### src/rtl/serial_rb_loader.sv
// Serial-to-register-bank loader: deserialises framed (address, data, parity) words
// from a sen-gated 1-bit link and issues one bank write per good frame.
module serial_rb_loader #(
    parameter int unsigned ADDR_W    = 3,
    parameter int unsigned DATA_W    = 18,
    parameter int unsigned PARITY_EN = 1,
    parameter int unsigned LSB_FIRST = 0
) (
    input  logic              clk,
    input  logic              rst,
    input  logic              sen,
    input  logic              sd,
    output logic              rb_rw,
    output logic [ADDR_W-1:0] rb_a,
    output logic [DATA_W-1:0] rb_d,
    output logic              done,
    output logic              frame_err,
    output logic [7:0]        err_cnt
);

    localparam int unsigned FRAME_L = ADDR_W + DATA_W + PARITY_EN;
    localparam int unsigned DEPTH   = 2 ** ADDR_W;
    localparam int unsigned CNT_W   = $clog2(FRAME_L + 1);
    localparam logic [CNT_W-1:0] LAST_BIT = CNT_W'(FRAME_L - 1);

    typedef enum logic [2:0] {
        IDLE,
        SHIFT,
        WRITE,
        WAIT_HI,
        DONE
    } state_e;

    state_e            state_q;
    logic [CNT_W-1:0]  cnt_q;
    logic [ADDR_W-1:0] addr_q, addr_d;
    logic [DATA_W-1:0] data_q, data_d;
    logic              par_q, par_d;
    logic [DEPTH-1:0]  cov_q;
    logic              rb_rw_q;
    logic [ADDR_W-1:0] rb_a_q;
    logic [DATA_W-1:0] rb_d_q;
    logic              done_q;
    logic              frame_err_q;
    logic [7:0]        err_cnt_q;
    logic              good_c;
    logic [7:0]        err_inc_c;

    // Assembly view including the bit sampled on this edge; cnt_q is its frame index.
    always_comb begin
        addr_d = addr_q;
        data_d = data_q;
        par_d  = (cnt_q == '0) ? sd : (par_q ^ sd);
        for (int unsigned i = 0; i < ADDR_W; i++) begin
            if (32'(cnt_q) == ((LSB_FIRST != 0) ? i : (ADDR_W - 1 - i))) begin
                addr_d[i] = sd;
            end
        end
        for (int unsigned i = 0; i < DATA_W; i++) begin
            if (32'(cnt_q) == (ADDR_W + ((LSB_FIRST != 0) ? i : (DATA_W - 1 - i)))) begin
                data_d[i] = sd;
            end
        end
    end

    // Running XOR over every frame bit (parity bit included) must come out even.
    assign good_c    = (PARITY_EN == 0) || !par_d;
    assign err_inc_c = (err_cnt_q == 8'hFF) ? err_cnt_q : (err_cnt_q + 8'd1);

    always_ff @(posedge clk or posedge rst) begin
        if (rst) begin
            state_q     <= IDLE;
            cnt_q       <= '0;
            addr_q      <= '0;
            data_q      <= '0;
            par_q       <= 1'b0;
            cov_q       <= '0;
            rb_rw_q     <= 1'b1;
            rb_a_q      <= '0;
            rb_d_q      <= '0;
            done_q      <= 1'b0;
            frame_err_q <= 1'b0;
            err_cnt_q   <= 8'd0;
        end else begin
            rb_rw_q <= 1'b1;
            case (state_q)
                IDLE: begin
                    if (!sen) begin
                        addr_q  <= addr_d;
                        data_q  <= data_d;
                        par_q   <= par_d;
                        cnt_q   <= CNT_W'(1);
                        state_q <= SHIFT;
                    end
                end
                SHIFT: begin
                    if (sen) begin
                        frame_err_q <= 1'b1;
                        err_cnt_q   <= err_inc_c;
                        cnt_q       <= '0;
                        state_q     <= IDLE;
                    end else begin
                        addr_q <= addr_d;
                        data_q <= data_d;
                        par_q  <= par_d;
                        cnt_q  <= cnt_q + CNT_W'(1);
                        if (cnt_q == LAST_BIT) begin
                            // Final bit: the write strobe is registered here so it
                            // occupies exactly the WRITE cycle.
                            cnt_q   <= '0;
                            state_q <= WRITE;
                            if (good_c) begin
                                rb_rw_q <= 1'b0;
                                rb_a_q  <= addr_d;
                                rb_d_q  <= data_d;
                                cov_q   <= cov_q | (DEPTH'(1) << addr_d);
                            end else begin
                                frame_err_q <= 1'b1;
                                err_cnt_q   <= err_inc_c;
                            end
                        end
                    end
                end
                WRITE: begin
                    if (&cov_q) begin
                        done_q  <= 1'b1;
                        state_q <= DONE;
                    end else if (!sen) begin
                        state_q <= WAIT_HI;
                    end else begin
                        state_q <= IDLE;
                    end
                end
                WAIT_HI: begin
                    if (sen) begin
                        state_q <= IDLE;
                    end
                end
                DONE: begin
                    state_q <= DONE;
                end
                default: begin
                    state_q <= IDLE;
                end
            endcase
        end
    end

    assign rb_rw     = rb_rw_q;
    assign rb_a      = rb_a_q;
    assign rb_d      = rb_d_q;
    assign done      = done_q;
    assign frame_err = frame_err_q;
    assign err_cnt   = err_cnt_q;

endmodule
### config.mk
export PLATFORM = sky130hd
export DESIGN_NAME = serial_rb_loader
export DESIGN_NICKNAME = d
export VERILOG_FILES = /design/src/rtl/serial_rb_loader.sv
export SDC_FILE = /design/constraint.sdc
export NUM_CORES = 1
export LEC_CHECK = 0
export ABC_CLOCK_PERIOD_IN_PS = 2900
export CAP_MARGIN = 15
export CORE_MARGIN = 1.5
export CORE_UTILIZATION = 30
export DETAILED_ROUTE_END_ITERATION = 12
export GPL_TIMING_DRIVEN = 0
export MAX_ROUTING_LAYER = met4
export PLACE_DENSITY_LB_ADDON = 0.15
export SYNTH_ARGS = -nofsm -noshare
export SYNTH_HDL_FRONTEND = slang
export SYNTH_SLANG_ARGS = --single-unit
### constraint.sdc
create_clock -name clk -period 2.9 [get_ports clk]
set_input_delay 0.435 -clock clk [delete_from_list [all_inputs] [get_ports clk]]
set_output_delay 0.435 -clock clk [all_outputs]
set_load 0.02 [all_outputs]
After elaboration in Yosys (flattened, before gate mapping)
Index checks and enable logic that the tools add are counted.
{ "word_totals": {"inputBits": 4, "ff_bits": 70, "out_inout_bits": 32, "word_cells": 105} }
{ "classes": {"n_bitwise": 4, "n_mux": 44, "n_eq_ne": 29, "n_reduce_logical": 13, "add_sub_neg": 2, "shift": 1} }
{ "ops": {"columns": ["operator", "n"], "rows": [
  ["$eq 5x4->1 const B", 8],
  ["$mux 8", 4],
  ["$eq 5x5->1 const B", 6],
  ["$mux 1", 29],
  ["$eq 5x3->1 const B", 4],
  ["$mux 3", 5],
  ["$mux 5", 3],
  ["$pmux 3 s5", 1],
  ["$eq 5x2->1 const B", 2],
  ["$pmux 5 s2", 1],
  ["$reduce_and 9->1", 1],
  ["$add 8x1->8 const B", 1],
  ["$eq 8x8->1 const B", 1],
  ["$or 8x8->8", 1],
  ["$reduce_and 8->1", 1],
  ["$shl 1x3->8 const A", 1],
  ["$eq 3x2->1 const B", 2],
  ["$reduce_and 3->1", 2],
  ["$reduce_bool 2->1", 3],
  ["$add 5x1->5 const B", 1],
  ["$eq 5x1->1 const B", 1],
  ["$logic_not 5->1", 1],
  ["$ne 2x2->1 const B", 2],
  ["$reduce_and 2->1", 2],
  ["other kinds (9)", 10]
]} }

Depth between registers and ports, before layout
{ "logic_depth": {"ltp_word": 6, "mapped_depth": 7, "mapped_depth_nobuf": 6} }

Worst setup path after synthesis
Ideal clock, no wire load.
{ "synth_path": {"kind": "register to register", "startpoint": "reg cnt_q[0]", "endpoint": "reg rb_a_q[0] (netlist: rb_a[0])", "setup_time_ns": 0.125, "arrival_ns": 1.843, "stages_incl_launch_ff": 8, "t_required_ns": 2.775, "path_slack_ns": 0.932, "path_buffers": 1, "synth_period_minus_slack_ns": 1.968, "path_cell_list": "dfrtp_1 inv_1 ha_1 nor4b_1 or3_1 and3_1 buf_6 mux2_4"} }
{ "synth_via": {"elab_chain_cells": 4, "word_cells_on_any_way": 7, "classes_between": "eq/ne: 2; mux: 2; bitwise: 1; reduce/logical: 2"} }
{ "synth_rtl": {"columns": ["item", "line", "source"], "rows": [
  ["from (decl)", "35", "logic [CNT_W-1:0] cnt_q;"],
  ["from (signal assigned)", "106", "cnt_q <= cnt_q + CNT_W'(1);"],
  ["$logic_not 5->1", "53", "par_d = (cnt_q == '0) ? sd : (par_q ^ sd);"],
  ["$mux 1", "53", null],
  ["$not 1->1 (no source line)", null, null],
  ["$reduce_and 4->1 (no source line)", null, null],
  ["to (signal assigned)", "114", "rb_a_q <= addr_d;"],
  ["to (decl)", "41", "logic [ADDR_W-1:0] rb_a_q;"]
]} }
Several ways; a longest one is shown, not always the timed one.
A chain may end at the register's enable or synchronous reset.

Worst setup path in the final report
{ "layout_path": {"startpoint": "reg cnt_q[0]", "endpoint": "reg rb_d_q[2] (netlist: rb_d[2])"} }
{ "layout_via": {"elab_chain_cells": 4, "word_cells_on_any_way": 7, "classes_between": "eq/ne: 2; mux: 2; bitwise: 1; reduce/logical: 2"} }
{ "layout_rtl": {"columns": ["item", "line", "source"], "rows": [
  ["$logic_not 5->1", "53", null],
  ["$mux 1", "53", null],
  ["$not 1->1 (no source line)", null, null],
  ["$reduce_and 4->1 (no source line)", null, null],
  ["to (signal assigned)", "115", "rb_d_q <= data_d;"],
  ["to (decl)", "42", "logic [DATA_W-1:0] rb_d_q;"]
]} }
Several ways; a longest one is shown, not always the timed one.

==> flow_summary_export.csv <==
group,metric,value,unit
setup_path,crit_family,"simple AND/OR/NAND/NOR gates",
setup_path,path_class,"reg -> reg",
place,port_buffers,34,
floorplanning,rows,39,
setup_path,critical_path_cell_count,7,
sta,fmax,424,MHz
synthesis,ys_seq_area_share,49.0,%
floorplanning,io-pin-count,36,
synthesis,synth-seq-cells,70,
place,gp_congestion,0.778,
global_route,grt_pass1_vias,2444,
global_route,grt_busiest_layer,"met2",
synthesis,synth_ff_type,"dfrtp_1",
setup_path,cp_num_buf_inv,2,
layout,antenna-diode-count,0,
status,violations,"design-rule violations",
cts,htreeDepth,3,
global_route,grtUsageMet1,17.5,%
cts,cts_tree,"built",
global_route,antenna_found_initial,0,
layout,utilization,38.4,%
setup_path,worstPathArrival,2.57,ns
status,status,"finished with violations",
synthesis,netlist.area_leader.share,48.2,%
synthesis,synth.area.top_cells,"dfrtp_1 (48%), mux2_2 (12%), mux2_4 (8.8%), nand2_1 (3.4%), ha_1 (2.1%)",
synthesis,avgSynthCellArea,11.6,sq um
pwr,powerDensity,648,nW/um^2
pwr,ir_worst_vdd,0.000280,V
synthesis,synthArstFlopShare,100,%
run,cap_violations,0,
cts,clkLatencyLatePin,0.33,ns
floorplanning,dieHeight,112,um
setup_path,critPathMaxFanout,10,
floorplanning,die-width,112,um
layout,seqCellArea,1750,sq um
detailed_routing,drc,5,
cts,cts_resized,0,
sta,fin_setup_tns,0,ns
floorplanning,start_util,31.1,%
sta,grt_setup_unrepaired,"no",
detailed_routing,vias,2350,
layout,fillers,1155,
sta,worst_slew_pin_slew,0.722,ns
detailed_routing,post_drt_wl_per_cell,14.8,um
synthesis,syn_nets,318,
cts,clkSinkCount,70,
cts,clk_pin_slew_worst_paths,0.06,ns
layout,layout_common_cells,"dfrtp_1 (69), mux2_2 (37), clkdlybuf4s50_1 (34), nand2_1 (32), mux2_4 (21)",
cts,clockRootBuffer,"clkbuf_16",
cts,cts_hold_buf,0,
cts,postCtsSetupRepairBufs,0,
global_route,grt_overflow,0,
layout,final_layout_size_suffix_gt1_share,29.0,%
floorplanning,die_area,12600,sq um
setup_path,path_cells,"inv_1, ha_1, nor4b_1, or3_1, and3_1, buf_6, mux2_4",
floorplanning,coreArea,11500,sq um
synthesis,synth.distinct_cells,44,
sta,fin_skew,0.00603,ns
sta,finalMaxSlewViolations,0,
sta,finalCriticalPeriod,2.36,ns
detailed_routing,via_per_inst,4.68,
cts,cts.path.max_buffers,2,
global_route,met2_usage,20.0,%
synthesis,syn-cell-area,3580,sq um
sta,hold_viol,0,
synthesis,syn_inst,308,
min_path,hp-class,"in -> async",
setup_path,worst_r2r_path_depth,7,
detailed_routing,drt_iter0_drc,93,
layout,area_delta_synth_final,23.5,%
setup_path,crit_required,3.11,ns
sta,period_share,81.4,%
detailed_routing,route.antenna.remaining_nets,0,
global_route,grt_usage,13.3,%
sta,slew_headroom,51.2,%
detailed_routing,wirelength,7.45,mm
global_route,grt_use_met3,2.92,%
layout,multi_input_area,1690,sq um
global_route,grt_max_degree,47,
global_route,grt_pass1_wl,12.6,mm
pwr,p_leak,1.96,nW
setup_path,slowest_stage,"dfrtp_1",
cts,cts_buffers,9,
layout,nets,364,
synthesis,ys_warn_count,0,
place,dpl.hpwl,5.18,mm
setup_path,cpPeakStageDelay,0.44,ns
synthesis,synth_edf_count,0,
detailed_routing,dr.pass1.iters,10,
setup_path,critPathLaunchType,"register",
layout,mostFrequentLayoutCell,"dfrtp_1",
synthesis,yosysTopAreaCell,"dfrtp_1",
sta,setup_viol,0,
setup_path,end_kind,"register",
-- metal layers --
| metal | vias up | part of all wire [%] | wire [um] |
|---|---|---|---|
| met5 | - | 0 | 0 |
| met3 | 9 | 2.3 | 172 |
| met4 | 0 | 1.7 | 125 |
| met1 | 1153 | 50 | 3750 |
| li1 | 1164 | - | - |
| met2 | 24 | 46 | 3400 |
-- report_power, final --
| group | internal, W | switching [W] |
|---|---|---|
| registers | 0.00108 | 0.0000982 |
| logic | 0.000272 | 0.000335 |
| clock network | 0.000662 | 0.000419 |
-- through the flow --
stage / std cells / instance area, sq um / hold WS (ns) / worst slack (ns) / power (W)
6_report: 502 / 4420 / 0.434 / 0.540 / 0.00286
5_1_grt: 502 / 4420 / 0.469 / 0.369 / 0.00303
4_1_cts: 502 / 4420 / 0.436 / 0.542 / 0.00291
3_5_place_dp: 486 / 4130 / 0.454 / 0.535 / 0.00181
3_3_place_gp: 485 / 4100 / 0.450 / -0.713 / 0.00179
2_1_floorplan: 308 / 3580 / 0.439 / 0.698 / 0.00158
-- state kept, by name, indices dropped and copies added, names as in the netlist --
name       cells
done           1
rb_rw          1
par_q          1
rb_a           3
cov_q          8
addr_q         3
rb_d          18
err_cnt        8
cnt_q          5
state_q        3
frame_err      1
data_q        18
-- worst reg2reg max path: stages (launching register included) --
cell and delay (ns):
dfrtp_1 0.44, inv_1 0.11, ha_1 0.33, nor4b_1 0.41, or3_1 0.19, and3_1 0.23
buf_6 0.21, mux2_4 0.32
-- synthesized netlist by cell type, drive strengths merged (7+ instances only) --
cell type,n
mux2,58
inv,9
o21ai,9
a31o,9
buf,11
nand2b,9
nand3,9
nor2,23
xor2,8
nand2,32
nor3,7
dfrtp,69
-- worst paths after layout --
kind                               start  slack [ns]          to
min in group clk                cov_q[4]        0.47    cov_q[4]
worst min-delay path                 rst        0.43  err_cnt[7]
worst max-delay path            cnt_q[0]        0.54     rb_d[2]
worst min register to register  cov_q[4]        0.47    cov_q[4]
max in group asynchronous            rst        1.93   data_q[7]
worst max register to register  cnt_q[0]        0.54     rb_d[2]
-- cells by family (layout without fill, tap and decap cells) --
logic type | after synthesis | in the layout | share of synthesized area [%]
adders and majority gates | 6 | 6 | 2.10
and+or+nand+nor | 104 | 104 | 15.3
muxes | 63 | 63 | 21.8
AOI/OAI and AO/OA | 30 | 30 | 5.84
buffers and inverters | 26 | 77 | 3.70
DFF | 70 | 70 | 49.0
xor gates and xnor gates | 9 | 9 | 2.20
-- area by class of cell --
type / instances / area share [%]
flip-flops and latches: 70 / 39.7
multi-input cells: 212 / 38.3
repair buffers: 35 / 8.32
clock buffers: 10 / 5.18
well taps: 143 / 4.05
plain buffers: 17 / 2.24
clock inverters: 6 / 1.42
inverters: 9 / 0.821
(Power assumes the default switching activity.)
